==> config.mk <==
export PLATFORM = sky130hd
export DESIGN_NAME = n64_joybus_host
export DESIGN_NICKNAME = d
export VERILOG_FILES = /design/src/rtl/n64_joybus_host.sv
export SDC_FILE = /design/constraint.sdc
export NUM_CORES = 1
export LEC_CHECK = 0
export ABC_AREA = 1
export CELL_PAD_IN_SITES_DETAIL_PLACEMENT = 0
export CELL_PAD_IN_SITES_GLOBAL_PLACEMENT = 1
export CORE_MARGIN = 2
export CORE_UTILIZATION = 43
export CTS_CLUSTER_SIZE = 28
export DETAILED_ROUTE_END_ITERATION = 6
export PLACE_DENSITY_LB_ADDON = 0.12
export SLEW_MARGIN = 10
export SYNTH_ARGS = -nofsm -noshare
export SYNTH_HDL_FRONTEND = slang
export SYNTH_SLANG_ARGS = --single-unit
==> constraint.sdc <==
create_clock -name clock -period 2.4 [get_ports clock]
set_input_delay 0.72 -clock clock [delete_from_list [all_inputs] [get_ports clock]]
set_output_delay 0.72 -clock clock [all_outputs]
set_load 0.02 [all_outputs]
==> src/rtl/n64_joybus_host.sv <==
// N64 Joybus host: serialises command bytes onto the open-drain line and decodes the device reply.
// Optional receive timeout enabled by defining JOYBUS_RX_TIMEOUT_EN.
module n64_joybus_host #(
    parameter int unsigned CLK_PER_US = 50,
    parameter int unsigned RX_THRESH  = 100
) (
    input  logic       clock,
    input  logic       reset_l,
    input  logic       start,
    input  logic [5:0] tx_len,
    input  logic [5:0] rx_len,
    input  logic [7:0] tx_data,
    output logic       tx_rd,
    output logic [7:0] rx_data,
    output logic       rx_valid,
    output logic       busy,
    output logic       done,
    output logic       error,
    output logic       line_oe,
    input  logic       line_in
);
    localparam int unsigned TO_CYC = 100 * CLK_PER_US;
    localparam int unsigned CW     = $clog2(TO_CYC + 1);
    localparam logic [CW-1:0] T1  = CW'(CLK_PER_US - 1);
    localparam logic [CW-1:0] T2  = CW'(2 * CLK_PER_US - 1);
    localparam logic [CW-1:0] T3  = CW'(3 * CLK_PER_US - 1);
    localparam logic [CW-1:0] T1M = CW'(CLK_PER_US - 2);
    localparam logic [CW-1:0] T3M = CW'(3 * CLK_PER_US - 2);
`ifdef JOYBUS_RX_TIMEOUT_EN
    localparam logic [CW-1:0] TTO = CW'(TO_CYC - 1);
`endif

    typedef enum logic [3:0] {
        IDLE, TX_LOAD, TX_LOW, TX_HIGH, STOP_LOW, STOP_HIGH,
        RX_WAIT, RX_LOW, RX_HIGH, RX_STOP, FIN
    } state_t;

    state_t        state, state_d;
    logic [CW-1:0] cnt, cnt_d;
    logic [7:0]    tx_shift, tx_shift_d;
    logic [7:0]    rx_shift, rx_shift_d;
    logic [7:0]    low_cnt, low_cnt_d;
    logic [7:0]    rx_data_d;
    logic [5:0]    tx_left, tx_left_d;
    logic [5:0]    rx_left, rx_left_d;
    logic [2:0]    bit_cnt, bit_cnt_d;
    logic          rx_valid_d, error_d, rx_bit;
    logic [1:0]    sync;
    logic          prev;
    logic          fall, rise;

    assign fall = prev & ~sync[1];
    assign rise = ~prev & sync[1];

    // Line synchroniser plus one history flop for edge detection
    always_ff @(posedge clock or negedge reset_l) begin
        if (!reset_l) begin
            sync <= 2'b11;
            prev <= 1'b1;
        end else begin
            sync <= {sync[0], line_in};
            prev <= sync[1];
        end
    end

    // Next-state and datapath update
    always_comb begin
        state_d    = state;
        cnt_d      = cnt + CW'(1);
        tx_shift_d = tx_shift;
        rx_shift_d = rx_shift;
        low_cnt_d  = low_cnt;
        rx_data_d  = rx_data;
        tx_left_d  = tx_left;
        rx_left_d  = rx_left;
        bit_cnt_d  = bit_cnt;
        rx_valid_d = 1'b0;
        error_d    = error;
        rx_bit     = 1'b0;
        case (state)
            IDLE: begin
                cnt_d = '0;
                if (start) begin
                    error_d   = (tx_len == 6'd0);
                    tx_left_d = tx_len;
                    rx_left_d = rx_len;
                    state_d   = (tx_len == 6'd0) ? FIN : TX_LOAD;
                end
            end
            TX_LOAD: begin
                tx_shift_d = tx_data;
                tx_left_d  = tx_left - 6'd1;
                bit_cnt_d  = 3'd0;
                cnt_d      = '0;
                state_d    = TX_LOW;
            end
            TX_LOW: begin
                if (cnt == (tx_shift[7] ? T1 : T3)) begin
                    cnt_d   = '0;
                    state_d = TX_HIGH;
                end
            end
            TX_HIGH: begin
                // Last bit before a reload ends one cycle early so TX_LOAD completes the cell
                if (bit_cnt != 3'd7) begin
                    if (cnt == (tx_shift[7] ? T3 : T1)) begin
                        cnt_d      = '0;
                        tx_shift_d = {tx_shift[6:0], 1'b0};
                        bit_cnt_d  = bit_cnt + 3'd1;
                        state_d    = TX_LOW;
                    end
                end else if (tx_left != 6'd0) begin
                    if (cnt == (tx_shift[7] ? T3M : T1M)) begin
                        cnt_d   = '0;
                        state_d = TX_LOAD;
                    end
                end else if (cnt == (tx_shift[7] ? T3 : T1)) begin
                    cnt_d   = '0;
                    state_d = STOP_LOW;
                end
            end
            STOP_LOW: begin
                if (cnt == T1) begin
                    cnt_d   = '0;
                    state_d = STOP_HIGH;
                end
            end
            STOP_HIGH: begin
                if (cnt == T2) begin
                    cnt_d     = '0;
                    bit_cnt_d = 3'd0;
                    state_d   = (rx_left == 6'd0) ? FIN : RX_WAIT;
                end
            end
            RX_WAIT, RX_HIGH: begin
                if (fall) begin
                    cnt_d     = '0;
                    low_cnt_d = 8'd1;
                    state_d   = RX_LOW;
                end
`ifdef JOYBUS_RX_TIMEOUT_EN
                else if (cnt == TTO) begin
                    state_d = FIN;
                    error_d = 1'b1;
                end
`endif
            end
            RX_LOW: begin
                if (rise) begin
                    rx_bit     = (32'(low_cnt) < RX_THRESH);
                    rx_shift_d = {rx_shift[6:0], rx_bit};
                    bit_cnt_d  = bit_cnt + 3'd1;
                    cnt_d      = '0;
                    state_d    = RX_HIGH;
                    if (bit_cnt == 3'd7) begin
                        rx_data_d  = {rx_shift[6:0], rx_bit};
                        rx_valid_d = 1'b1;
                        rx_left_d  = rx_left - 6'd1;
                        if (rx_left == 6'd1) state_d = RX_STOP;
                    end
                end else begin
                    if (low_cnt != 8'hFF) low_cnt_d = low_cnt + 8'd1;
`ifdef JOYBUS_RX_TIMEOUT_EN
                    if (cnt == TTO) begin
                        state_d = FIN;
                        error_d = 1'b1;
                    end
`endif
                end
            end
            RX_STOP: begin
                if (rise) state_d = FIN;
`ifdef JOYBUS_RX_TIMEOUT_EN
                else if (fall) cnt_d = '0;
                else if (cnt == TTO) begin
                    state_d = FIN;
                    error_d = 1'b1;
                end
`endif
            end
            FIN:     state_d = IDLE;
            default: state_d = IDLE;
        endcase
    end

    // State, datapath and registered outputs decoded from the next state
    always_ff @(posedge clock or negedge reset_l) begin
        if (!reset_l) begin
            state    <= IDLE;
            cnt      <= '0;
            tx_shift <= 8'd0;
            rx_shift <= 8'd0;
            low_cnt  <= 8'd0;
            tx_left  <= 6'd0;
            rx_left  <= 6'd0;
            bit_cnt  <= 3'd0;
            rx_data  <= 8'd0;
            rx_valid <= 1'b0;
            error    <= 1'b0;
            tx_rd    <= 1'b0;
            busy     <= 1'b0;
            done     <= 1'b0;
            line_oe  <= 1'b0;
        end else begin
            state    <= state_d;
            cnt      <= cnt_d;
            tx_shift <= tx_shift_d;
            rx_shift <= rx_shift_d;
            low_cnt  <= low_cnt_d;
            tx_left  <= tx_left_d;
            rx_left  <= rx_left_d;
            bit_cnt  <= bit_cnt_d;
            rx_data  <= rx_data_d;
            rx_valid <= rx_valid_d;
            error    <= error_d;
            tx_rd    <= (state_d == TX_LOAD);
            busy     <= (state_d != IDLE) && (state_d != FIN);
            done     <= (state_d == FIN);
            line_oe  <= (state_d == TX_LOW) || (state_d == STOP_LOW);
        end
    end
endmodule

==> flow_metrics.tcl <==
set metrics [dict create \
    status "complete, no violations" \
    diodes 0 \
    clk_path_buf_depth 2 \
    cp.arrival_ns 2.32 \
    die_w_um 102 \
    p_per_area_mw_per_mm2 974 \
    worst_slack_ns 0.308 \
    startpoint_type "flip-flop" \
    dp_hpwl_um 6640 \
    numCtsBuffers 9 \
    final_common_cell "nand2_1" \
    initial_utilization_pct 44.7 \
    max_freq_ghz 0.478 \
    synth.area.top_cells "dfrtp_1 (42%), nand2_1 (12%), inv_1 (6.3%), nor2_1 (5.7%), nand3_1 (4.5%)" \
    ctsResizeCount 0 \
    row_count 35 \
    synth.distinct_cells 35 \
    hold_path_class "flip-flop to flip-flop" \
    postRouteAntennaNets 0 \
    worst_pin_slew_ns 0.546 \
    power_w 0.00477 \
    avgSynthCellArea_um2 7.65 \
    post-route-util_pct 52.8 \
    relSlewSlack_pct 63.5 \
    whs_ns 0.365 \
    routedWlPerCell_um 12.5 \
    path_class "flip-flop to flip-flop" \
    antenna_found_initial 0 \
    grt_usage_pct 18.5 \
    highest_layer "met4" \
    synthCells 543 \
    clock_latency_ns 0.35 \
    drtIter0Drc 112 \
    routed_wl_um 9000 \
    synth-seq-cells 72 \
    power_leakage_nw 2.34 \
    path_max_fanout 13 \
    htree_levels 3 \
    routed_via_density 4.77 \
    vias 3440 \
    synth_nets 577 \
    die_area_mm2 0.0105 \
    maxSlewViolCount 0 \
    layout.nets 622 \
    post-route-min-period_ns 2.09 \
    rsz0062_at_grt "no" \
    die_h_um 102 \
    tritoncts "done" \
    period_share_pct 87.2 \
    final_hold_viol_count 0 \
    post_cts_buffers 0 \
    synthesis.area_mm2 0.00415 \
    drive_gt1_share_pct 12.8 \
    grt_pass1_wl_um 15100 \
    dp_cells 706 \
    synth_top_area_cell "dfrtp_1" \
    cp.required_ns 2.63 \
    netlist.area_leader.share_pct 41.6 \
    grt_max_degree 73 \
    clk_pin_slew_ns 0.07 \
    cp-end-kind "flip-flop" \
    met1_length_um 4720 \
    drv_cap 0 \
    finalNonFillerCells 721 \
    yosysSeqAreaShare_pct 43.5 \
    port_buffers 37 \
    n_fill_cell 959 \
    drc_errors 0 \
    ys_warn_count 0 \
    final_cell_mix "nand2_1 (136), inv_1 (70), dfrtp_1 (69)" \
    grt_pass1_vias 3282 \
    synthToLayoutAreaGrowth_pct 18.1 \
    cts_hold_buf 0 \
    routed-wl-met3_um 350 \
    drt_pass1_iterations 5 \
    peakVddDrop_v 0.000433 \
    dp_slack_ns -0.00882 \
    wl_met2_um 3810 \
    num_io_pins 38 \
    core_region_area_mm2 0.00928 \
    finalSetupViolCount 0 \
    routabilityCongestion 0.950 \
    finalClockSkew_ns 0.0164 \
    gr-total-overflow 0 \
    cts_sinks 72 \
    cts_root_buffer "clkbuf_8" \
]
final cells by class:
cell class | instances | area [µm²] | share of cell area [%]
Inverter | 85 | 320 | 6.53
Tap cell | 129 | 161 | 3.29
Sequential cell | 72 | 1810 | 36.8
Clock inverter | 5 | 104 | 2.12
Timing Repair Buffer | 42 | 415 | 8.47
Multi-Input combinational cell | 378 | 1960 | 40.0
Clock buffer | 10 | 138 | 2.81
routing by layer:
metal / vias up / global-route usage (%)
met5: - / 0
met4: 0 / 5.64
met3: 10 / 4.24
met2: 60 / 27.5
met1: 1570 / 26.9
li1: 1800 / -
worst paths after layout:
check,startpoint,endpoint,slack (ns),depth (start not counted)
max,state[1],low_cnt[3],0.31,9
min,sync[0],sync[1],0.36,0
max reg2reg,state[1],low_cnt[3],0.31,9
min reg2reg,sync[0],sync[1],0.36,0
max in group asynchronous,reset_l,sync[1],1.66,2
min in group asynchronous,reset_l,tx_left[1],0.38,2
report_power, final:
part | total, W | internal (W) | switching [W]
Clock | 0.00118 | 0.000716 | 0.000463
Sequential | 0.00170 | 0.00149 | 0.000214
Combinational | 0.00189 | 0.000668 | 0.00123
sequential cells by signal, indices dropped and copies added (netlist names):
register / flops
cnt: 13
low_cnt: 8
rx_data: 8
tx_shift: 8
rx_shift: 7
rx_left: 6
tx_left: 6
state: 4
bit_cnt: 3
sync: 2
busy: 1
done: 1
error: 1
line_oe: 1
prev: 1
rx_valid: 1
tx_rd: 1
through the flow:
stage	area (µm²)	setup TNS, ns
3_5_place_dp	4660	-0.00882
5_1_grt	4900	0
6_report	4900	0
4_1_cts	4900	0
2_1_floorplan	4150	0
3_3_place_gp	4660	0
critical path, cell delays in order (launching register included):
cell	delay, ns
dfrtp_1	0.47
nand2_1	0.14
inv_2	0.10
nand2_4	0.11
clkinv_2	0.18
o21ai_1	0.12
a31oi_2	0.44
nand2_1	0.18
o21ai_0	0.20
a21oi_1	0.06
synth_stat cells (all sizes together):
library cell	number
nand2	144
nor2	84
inv	83
dfrtp	69
nand3	39
o21ai	39
a21oi	13
nor3	13
a31oi	10
ha	10
xor2	10
buf	6
nand4	4
xnor2	4
dfstp	3
o211ai	3
o22ai	3
clkbuf	2
clkinv	2
a221oi	1
o31ai	1
logic make-up after synthesis:
family                     share of synthesized area [%]
and+or+nand+nor                                     31.2
buffers and inverters                               9.28
DFF                                                 43.5
AOI/OAI and AO/OA                                   10.0
xor gates and xnor gates                            2.95
adders and majority gates                           3.01
Power figures use the tool's default switching activity.
